[config.mk]
export PLATFORM = sky130hd
export DESIGN_NAME = instr_sequencer
export DESIGN_NICKNAME = d
export VERILOG_FILES = /design/src/rtl/instr_sequencer_pkg.sv /design/src/rtl/instr_sequencer_op_timeout_lut.sv /design/src/rtl/instr_sequencer.sv
export SDC_FILE = /design/constraint.sdc
export NUM_CORES = 1
export LEC_CHECK = 0
export CORE_MARGIN = 3
export CORE_UTILIZATION = 39
export CTS_BUF_LIST = sky130_fd_sc_hd__clkbuf_16
export DETAILED_ROUTE_END_ITERATION = 12
export GPL_TIMING_DRIVEN = 0
export PLACE_DENSITY = 0.66
export SLEW_MARGIN = 20
export SYNTH_ARGS = -nofsm -noshare
export SYNTH_HDL_FRONTEND = slang
export SYNTH_SLANG_ARGS = --single-unit
[constraint.sdc]
create_clock -name clk -period 2.6 [get_ports clk]
set_clock_uncertainty 0.15 [all_clocks]
set_input_delay 0.26 -clock clk [delete_from_list [all_inputs] [get_ports clk]]
set_output_delay 0.26 -clock clk [all_outputs]
set_load 0.01 [all_outputs]
[src/rtl/instr_sequencer_pkg.sv]
// Shared definitions for the instruction sequencer.
// Contents:
//   - opcode constants (the value found in instruction[31:26])
//   - sequencer state encoding
//   - error code constants
//   - opcode_of(): extracts the opcode field from an instruction word
package instr_sequencer_pkg;

  localparam logic [5:0] OP_ADD   = 6'd0;
  localparam logic [5:0] OP_SUB   = 6'd1;
  localparam logic [5:0] OP_MUL   = 6'd2;
  localparam logic [5:0] OP_EAST  = 6'd5;
  localparam logic [5:0] OP_WEST  = 6'd6;
  localparam logic [5:0] OP_SOUTH = 6'd7;
  localparam logic [5:0] OP_NORTH = 6'd8;
  localparam logic [5:0] OP_9     = 6'd9;
  localparam logic [5:0] OP_10    = 6'd10;
  localparam logic [5:0] OP_HALT  = 6'd63;

  localparam logic [2:0] ST_IDLE     = 3'd0;
  localparam logic [2:0] ST_FETCH    = 3'd1;
  localparam logic [2:0] ST_WAIT_MEM = 3'd2;
  localparam logic [2:0] ST_ISSUE    = 3'd3;
  localparam logic [2:0] ST_EXEC     = 3'd4;
  localparam logic [2:0] ST_HALT     = 3'd5;

  localparam logic [1:0] ERR_NONE    = 2'd0;
  localparam logic [1:0] ERR_ILLEGAL = 2'd1;
  localparam logic [1:0] ERR_TIMEOUT = 2'd2;

  function automatic logic [5:0] opcode_of(input logic [31:0] word);
    return word[31:26];
  endfunction

endpackage

[src/rtl/instr_sequencer_op_timeout_lut.sv]
// op_timeout_lut: combinational map from opcode to the nominal number of
// execution cycles for an operand length of LENGTH bits.
// Ports:
//   opcode  in   6  opcode field of the instruction
//   cycles  out 32  nominal cycle count (0 for opcodes that are not legal)
//   legal   out  1  high when the opcode is one the controller can execute
module op_timeout_lut
  import instr_sequencer_pkg::*;
#(
  parameter int LENGTH = 32
) (
  input  logic [5:0]  opcode,
  output logic [31:0] cycles,
  output logic        legal
);

  localparam logic [31:0] CYC_ALU  = 32'(2 * LENGTH + 2);
  localparam logic [31:0] CYC_MUL  = 32'((LENGTH + 1) * (2 * LENGTH + 6));
  localparam logic [31:0] CYC_MOVE = 32'(LENGTH + 2);

  always_comb begin
    cycles = '0;
    legal  = 1'b1;
    case (opcode)
      OP_ADD, OP_SUB, OP_9, OP_10:          cycles = CYC_ALU;
      OP_MUL:                               cycles = CYC_MUL;
      OP_EAST, OP_WEST, OP_SOUTH, OP_NORTH: cycles = CYC_MOVE;
      default:                              legal  = 1'b0;
    endcase
  end

endmodule

[src/rtl/instr_sequencer.sv]
// instr_sequencer: fetches 32-bit instructions from a synchronous instruction
// memory, decodes the opcode, launches a downstream controller with a one-cycle
// start pulse and guards each execution with an opcode-dependent watchdog.
// Ports:
//   clk          in   1       rising-edge clock
//   reset        in   1       asynchronous, active-low reset
//   run          in   1       start a program at address 0 (honoured in IDLE/HALT)
//   imem_addr    out  ADDR_W  instruction memory read address
//   imem_rdata   in   32      instruction memory data, one cycle after imem_addr
//   instruction  out  32      instruction word held for the controller
//   start        out  1       one-cycle launch pulse for the controller
//   exec_done    in   1       controller completion pulse
//   busy         out  1       high outside IDLE and HALT
//   halted       out  1       high in HALT
//   pc           out  ADDR_W  address of the instruction being executed
//   instr_count  out  16      completed instructions, saturating
//   err          out  2       0 none, 1 illegal opcode, 2 timeout
module instr_sequencer
  import instr_sequencer_pkg::*;
#(
  parameter int LENGTH         = 32,
  parameter int ADDR_W         = 8,
  parameter int TIMEOUT_MARGIN = 16
) (
  input  logic              clk,
  input  logic              reset,
  input  logic              run,
  output logic [ADDR_W-1:0] imem_addr,
  input  logic [31:0]       imem_rdata,
  output logic [31:0]       instruction,
  output logic              start,
  input  logic              exec_done,
  output logic              busy,
  output logic              halted,
  output logic [ADDR_W-1:0] pc,
  output logic [15:0]       instr_count,
  output logic [1:0]        err
);

  logic [2:0]        state;
  logic [31:0]       watchdog;
  logic [5:0]        opcode;
  logic [31:0]       nominal;
  logic              legal;
  logic [ADDR_W-1:0] pc_next;

  // In WAIT_MEM the new word is still on imem_rdata; from ISSUE on it is
  // held in instruction, so the decoder looks at whichever is current.
  assign opcode  = (state == ST_WAIT_MEM) ? opcode_of(imem_rdata) : opcode_of(instruction);
  assign pc_next = pc + ADDR_W'(1);

  assign busy   = (state != ST_IDLE) && (state != ST_HALT);
  assign halted = (state == ST_HALT);

  op_timeout_lut #(
    .LENGTH (LENGTH)
  ) u_lut (
    .opcode (opcode),
    .cycles (nominal),
    .legal  (legal)
  );

  always_ff @(posedge clk or negedge reset) begin
    if (!reset) begin
      state       <= ST_IDLE;
      pc          <= '0;
      imem_addr   <= '0;
      instruction <= '0;
      instr_count <= '0;
      err         <= ERR_NONE;
      watchdog    <= '0;
      start       <= 1'b0;
    end else begin
      start <= 1'b0;
      case (state)
        ST_IDLE, ST_HALT: begin
          if (run) begin
            // imem_addr follows pc so the synchronous memory already sees the
            // right address during FETCH.
            pc          <= '0;
            imem_addr   <= '0;
            instr_count <= '0;
            err         <= ERR_NONE;
            state       <= ST_FETCH;
          end
        end
        ST_FETCH: begin
          imem_addr <= pc;
          state     <= ST_WAIT_MEM;
        end
        ST_WAIT_MEM: begin
          instruction <= imem_rdata;
          if (opcode == OP_HALT) begin
            err   <= ERR_NONE;
            state <= ST_HALT;
          end else if (!legal) begin
            err   <= ERR_ILLEGAL;
            state <= ST_HALT;
          end else begin
            state <= ST_ISSUE;
          end
        end
        ST_ISSUE: begin
          start    <= 1'b1;
          watchdog <= nominal + 32'(TIMEOUT_MARGIN);
          state    <= ST_EXEC;
        end
        ST_EXEC: begin
          // Completion wins over expiry when both land on the same edge.
          // Expiry fires on the edge that takes the watchdog from 1 to 0.
          if (exec_done) begin
            if (instr_count != 16'hFFFF) begin
              instr_count <= instr_count + 16'd1;
            end
            pc        <= pc_next;
            imem_addr <= pc_next;
            watchdog  <= '0;
            state     <= ST_FETCH;
          end else if (watchdog <= 32'd1) begin
            watchdog <= '0;
            err      <= ERR_TIMEOUT;
            state    <= ST_HALT;
          end else begin
            watchdog <= watchdog - 32'd1;
          end
        end
        default: state <= ST_IDLE;
      endcase
    end
  end

endmodule

==> results of run 1 <==
==> cell type report <==
type	instances	area, sq um	share of cell area (%)
multi-input cells	374	2650	37.0
inverters	10	37.5	0.524
well taps	168	210	2.94
clock inverters	7	90.1	1.26
clock buffers	9	225	3.15
plain buffers	17	85.1	1.19
repair buffers	133	1310	18.3
flip-flops and latches	102	2550	35.6
==> Yosys cell counts (all sizes together) (2+ instances only) <==
library cell  instances
a21oi                27
a211oi                3
buf                   6
nand4bb               2
o21bai                3
a22oi                 2
nand2b                5
or4                   8
mux2i                 2
o31a                  3
nor3                 20
a211o                 4
or3                  10
nand3                14
nand2                42
nor4                 10
nor2                 67
or3b                  3
dfrtp               102
nor2b                 2
clkbuf               16
or2                   6
nor3b                 3
a21boi                2
nand4                 7
mux2                 34
o21ai                35
o211ai                2
xor2                 14
and3                  3
nand3b                6
xnor2                14
inv                  10
ha                    4
a31oi                 4
==> flip-flops by register name, summed over array words and instances, names as in the netlist <==
signal and count:
instruction 32, start 1, state 3, watchdog 32, pc 8, instr_count 16, err 2, imem_addr 8
==> logic make-up after synthesis <==
group / count (synthesis) / synth area share (%)
adders and majority gates: 4 / 0.994
buffers and inverters: 32 / 2.61
and+or+nand+nor: 211 / 21.4
xor gates and xnor gates: 28 / 4.87
muxes: 36 / 8.00
DFF: 102 / 50.7
AOI/OAI and AO/OA: 95 / 11.4
==> metrics by stage <==
step / utilization, % / TNS (ns) / hold slack [ns]
finish: 58.2 / -1.27 / 0.230
global route: 58.2 / -3.05 / 0.260
CTS: 56.4 / -0.361 / 0.230
detailed placement: 51.6 / -9.80 / 0.0251
global placement: 51.4 / -296.62 / 0.319
floorplan: - / -0.247 / -0.186
==> power breakdown <==
group          switching [mW]  internal, mW  total, mW
logic                    2.11          2.10       4.21
clock network           0.594         0.839       1.43
registers               0.400          2.08       2.48
total                    3.10          5.01       8.12
==> worst max-delay path by stage <==
| stage | start | slack [ns] | endpoint |
|---|---|---|---|
| detailed placement | exec_done | -0.44 | instr_count[8]$_DFFE_PN0P_ |
| global route | watchdog[11]$_DFFE_PN0P_ | -0.19 | watchdog[18]$_DFFE_PN0P_ |
| global placement | reset | -2.82 | imem_addr[1]$_DFFE_PN0P_ |
| CTS | watchdog[6]$_DFFE_PN0P_ | -0.12 | watchdog[5]$_DFFE_PN0P_ |
| floorplan | watchdog[22]$_DFFE_PN0P_ | -0.12 | watchdog[5]$_DFFE_PN0P_ |
| finish | watchdog[11]$_DFFE_PN0P_ | -0.11 | watchdog[5]$_DFFE_PN0P_ |
==> worst max-delay path, cell delays in order (launching register included) <==
cell,delay (ns)
dfrtp_1,0.38
or3_4,0.40
or4_4,0.57
nor4_4,0.38
buf_4,0.20
nor3_4,0.07
buf_6,0.14
a221o_1,0.31
==> what timing repair did <==
item | CTS | global route
endpoints found under the hold margin | 33 | 0
buffers inserted | 19 | 6
pin swaps | 18 | 21
cloned | 1 | 1
hold buffers | 1 | 0
resized for setup | 26 | 53
setup endpoints to repair | 38 | 44
==> per-layer routing <==
| layer | global-route usage [%] | vias to the layer above | wire (um) |
|---|---|---|---|
| met1 | 23.7 | 2182 | 5840 |
| met2 | 32.0 | 99 | 6830 |
| met3 | 3.86 | 11 | 473 |
| li1 | - | 2083 | - |
| met4 | 4.65 | 0 | 155 |
| met5 | 0 | - | 0 |
==> metrics.yaml, run 1 <==
status:
  outcome: "finished, violations left"
  violations: "negative setup slack"
critical_path:
  arrival_ns: 2.78
  r2r_end: "watchdog[5]$_DFFE_PN0P_"
  worstPathRequired_ns: 2.67
  crit_type: "reg -> reg"
  rrSetupSlack_ns: -0.11
  r2r_cells: 7
  r2r-start: "watchdog[11]$_DFFE_PN0P_"
  end_kind: "register"
  worstPathMaxFanout: 6
  cp-start-kind: "register"
clock_tree:
  htreeDepth: 3
  clock_path_buffers: 2
  clock_sinks: 102
  clkTransAtPathRegs_ns: 0.07
  clk_latency_ns: 0.34
  cts_tree: "yes"
  numCtsBuffers: 9
  cts-root-buf: "clkbuf_16"
timing:
  drv_slew: 0
  layout_setup_ws_ns: -0.110
  max_freq_mhz: 369
  worst_pin_slew_ns: 0.645
  fin_crit_sh_pct: 104
  final-hold-violation-count: 0
  rsz0062_at_grt: "true"
  setup_viol: 25
  fin_crit_ns: 2.71
  max_slew_margin_pct: 56.7
synth:
  synthDistinctLibCells: 56
  ys_seq_elements: 102
  synth_edf_count: 0
  syn-cell-area_sq_um: 5030
  ys_async_sr_fraction_pct: 100
  synth_ff_type: "dfrtp_1"
  yosysWarnings: 0
  synth_area_per_cell_sq_um: 9.91
  synthTopCellsByArea: "dfrtp_1 (51%), mux2_2 (7.6%), nor2_1 (4.9%), o21ai_0 (3.4%), nand2_1 (3.1%)"
  syn_nets: 548
  synthCells: 508
  synth_top_area_share_pct: 50.7
  ys_seq_area_share_pct: 50.7
  synth_top_cell_by_area: "dfrtp_1"
routing:
  num_vias: 4375
  drt_iter0_markers: 266
  drc_errors: 0
  postRouteWirelength_um: 13300
  avgRoutedWirePerCell_um: 16.2
  via_per_inst: 5.34
  postRouteAntennaNets: 0
  dr.pass1.iters: 4
floorplan:
  start_util_pct: 40.9
  die_w_um: 120
  design.core.area_sq_um: 12300
  die_h_um: 120
  io_pins: 105
  rows: 40
  dieArea_sq_um: 14300
grt:
  antenna_found_initial: 0
  grt.total_usage_pct: 18.5
  grt_pass1_vias: 4439
  grt_max_degree: 70
  grt_first_pass_wirelength_um: 21900
  grt_overflow: 0
layout:
  drive_gt1_share_pct: 22.2
  finalNetCount: 687
  stdcell_count: 820
  syn_to_final_growth_pct: 42.2
  final_common_cell: "clkdlybuf4s50_1"
  n_fill_cell: 1091
  layout_common_cells: "clkdlybuf4s50_1 (103), dfrtp_1 (102), nor2_1 (45)"
  final_cell_area_sq_um: 7160
  diodes: 0
placed_design:
  numPlacedInstances: 781
  portBuffers: 104
  placed_area_sq_um: 6350
  finalWeightedCongestion: 0.829
  dpl.hpwl_um: 9120
  dp_worst_setup_slack_ns: -0.437
pwr:
  powerDensity_nw_per_um2: 1130
  p_total_mw: 8.12
  p_leak_nw: 2.93
  vdd_ir_drop_max_v: 0.000431
run:
  drv_cap: 0
worst_hold_path:
  hold_path_class: "in -> async"
No activity file was read; power rests on OpenSTA's default activity.
==> run 2: changes to the inputs <==
--- a/config.mk
+++ b/config.mk
@@ -5,6 +5,7 @@
 export SDC_FILE = /design/constraint.sdc
 export NUM_CORES = 1
 export LEC_CHECK = 0
+export CORE_ASPECT_RATIO = 2
 export CORE_MARGIN = 3
 export CORE_UTILIZATION = 39
 export CTS_BUF_LIST = sky130_fd_sc_hd__clkbuf_16
==> run 2 against run 1 <==
The flow still finishes with violations (negative setup slack). Power shrank 0.79%. Routed wire length grew 3.6%. Count of clock-buffer cells in the layout is the same. Setup slack lost 0.019 ns. Non-clock buffer count shrank 1. Sequential cell count is the same. Die area grew 0.58%. Global-route usage grew 0.54 points. Largest power group unchanged. Highest routed layer unchanged.
==> metrics.yaml, run 2 (synthesized netlist as in run 1, its figures left out) <==
clock_tree:
  clock_path_buffers: 2  # unchanged
  htreeDepth: 3  # unchanged
  cts-root-buf: "clkbuf_16"  # unchanged
  clk_latency_ns: 0.34  # about the same
  cts_tree: "yes"  # unchanged
  clkTransAtPathRegs_ns: 0.07  # about the same
  numCtsBuffers: 9  # unchanged
  clock_sinks: 102  # unchanged
critical_path:
  worstPathRequired_ns: 2.67  # about the same
  worstPathMaxFanout: 4  # was 6
  startpoint: "watchdog[22]$_DFFE_PN0P_"  # was watchdog[11]$_DFFE_PN0P_
  end_kind: "register"  # unchanged
  arrival_ns: 2.80  # was 2.78 ns
  critPathSlowestCell: "or4_4"  # unchanged
  r2r_cells: 7  # unchanged
  rrSetupSlack_ns: -0.13  # was -0.11 ns
  r2r_end: "watchdog[5]$_DFFE_PN0P_"  # unchanged
  crit_type: "reg -> reg"  # unchanged
  r2r-start: "watchdog[22]$_DFFE_PN0P_"  # was watchdog[11]$_DFFE_PN0P_
  cpMostUsedCell: "or4_4"
  critical_path.max_stage_delay_ns: 0.55  # was 0.57 ns
  cp-start-kind: "register"  # unchanged
  crit_chain: "or4_4 -> or4_4 -> nor4_4 -> buf_4 -> nand2b_4 -> o21ai_2 -> a221o_1"  # was or3_4 -> or4_4 -> nor4_4 -> buf_4 -> nor3_4 -> buf_6 -> a221o_1
routing:
  via_per_inst: 5.48  # was 5.34
  drc_errors: 0  # unchanged
  drt_iter0_markers: 215  # was 266
  dr.pass1.iters: 4  # unchanged
  postRouteWirelength_um: 13800  # was 13300 um
  num_vias: 4386  # was 4375
  postRouteAntennaNets: 0  # unchanged
  avgRoutedWirePerCell_um: 17.2  # was 16.2 um
layout:
  final_cell_area_sq_um: 7080  # was 7160 sq um
  final_core_util_pct: 56.1  # was 58.2%
  diodes: 0  # unchanged
  reg_top3: "instruction x32, watchdog x32, instr_count x16"  # unchanged
  drive_gt1_share_pct: 20.6  # was 22.2%
  layout_common_cells: "dfrtp_1 (102), clkdlybuf4s50_1 (102), nor2_1 (47)"  # was clkdlybuf4s50_1 (103), dfrtp_1 (102), nor2_1 (45)
  finalNetCount: 686  # was 687
  syn_to_final_growth_pct: 40.7  # was 42.2%
status:
  outcome: "finished, violations left"  # unchanged
  violations: "negative setup slack"  # unchanged
placed_design:
  dp_worst_setup_slack_ns: -0.472  # was -0.437 ns
  dpl.hpwl_um: 10100  # was 9120 um
  portBuffers: 104  # unchanged
  finalWeightedCongestion: 0.834  # was 0.829
  placed_area_sq_um: 6330  # was 6350 sq um
floorplan:
  dieArea_sq_um: 14400  # was 14300 sq um
  io_pins: 105  # unchanged
  start_util_pct: 39.9  # was 40.9%
  die_w_um: 86.3  # was 120 um
  design.core.area_sq_um: 12600  # was 12300 sq um
  die_h_um: 167  # was 120 um
  rows: 58  # was 40
timing:
  worst_pin_slew_ns: 0.678  # was 0.645 ns
  max_slew_margin_pct: 54.5  # was 56.7%
  max_freq_mhz: 366  # was 369 MHz
  drv_slew: 0  # unchanged
  rsz0062_at_grt: "true"  # unchanged
  fin_crit_sh_pct: 105  # was 104%
  layout_setup_ws_ns: -0.129  # was -0.110 ns
  fin_crit_ns: 2.73  # was 2.71 ns
  final-hold-violation-count: 0  # unchanged
  setup_viol: 31  # was 25
run:
  drv_cap: 0  # unchanged
grt:
  grt_overflow: 0  # unchanged
  use_met3_pct: 3.17  # was 3.86%
  grt.total_usage_pct: 19.0  # was 18.5%
  grtUsageMet2_pct: 35.9  # was 32.0%
  antenna_found_initial: 0  # unchanged
  top_usage_layer: "met2"  # unchanged
  grt_use_met1_pct: 19.1  # was 23.7%
  grt_first_pass_wirelength_um: 21800  # was 21900 um
  grt_max_degree: 79  # was 70
  grt_pass1_vias: 4518  # was 4439
pwr:
  vdd_ir_drop_max_v: 0.000904  # was 0.000431 V
  powerDensity_nw_per_um2: 1140  # was 1130 nW/um^2
  p_leak_nw: 2.92  # was 2.93 nW
worst_hold_path:
  hold_path_class: "in -> async"  # unchanged
[run 2: cell type report]
type	count	area, sq um
inverter	10	37.5
sequential	102	2550
multi-input combinational	374	2570
tap	150	188
timing repair buffer	132	1340
clock buffer	9	225
clock inverter	7	73.8
fill	1140	5540
buffer	17	90.1
[run 2: worst max path at each step]
stage	endpoint	slack, ns
4_1_cts	watchdog[5]$_DFFE_PN0P_	-0.12
5_1_grt	watchdog[10]$_DFFE_PN0P_	-0.24
3_5_place_dp	instr_count[8]$_DFFE_PN0P_	-0.47
6_report	watchdog[5]$_DFFE_PN0P_	-0.13
2_1_floorplan	watchdog[5]$_DFFE_PN0P_	-0.12
3_3_place_gp	pc[0]$_DFFE_PN0P_	-2.67
[run 2: through the flow]
stage / power [mW] / cells / TNS, ns / hold WS, ns
global placement: 5.90 / 762 / -280.17 / 0.329
finish: 8.05 / 801 / -2.79 / 0.190
global route: 8.55 / 801 / -4.88 / 0.203
detailed placement: 5.98 / 763 / -10.03 / -0.0124
CTS: 7.72 / 790 / -0.765 / 0.188
floorplan: 4.65 / 508 / -0.247 / -0.186
[run 2: worst max-delay path, delay by kind of cell, from the launching register on]
kind	cells	cell delay, ns
flip-flops	1	0.41
AND/OR/NAND/NOR	4	1.50
buffers and inverters	1	0.18
AO/OA/AOI/OAI	2	0.38
[run 2: report_power, final]
group          switching (mW)  internal, mW  total, mW
sequential              0.406          2.08       2.48
combinational            2.11          2.12       4.23
clock                   0.592         0.750       1.34
total                    3.11          4.95       8.05
[run 2: what timing repair did]
action,4_1_cts,5_1_grt
hold buffers,1,0
pin swaps,14,21
resized for setup,22,45
hold endpoints to repair,32,0
cloned,0,2
buffers inserted,13,11
setup endpoints to repair,37,43
[run 2: metal layers]
layer	vias to the layer above	wire (um)
li1	2084	-
met1	2170	4810
met2	95	8040
met3	37	405
met4	0	526
met5	-	0
==> run 3: changes to the inputs <==
--- a/config.mk
+++ b/config.mk
@@ -5,6 +5,7 @@
 export SDC_FILE = /design/constraint.sdc
 export NUM_CORES = 1
 export LEC_CHECK = 0
+export CAP_MARGIN = 20
 export CORE_ASPECT_RATIO = 2
 export CORE_MARGIN = 3
 export CORE_UTILIZATION = 39
==> results of run 3 <==
The final DEF is identical to that of run 2; final timing and power are the same.
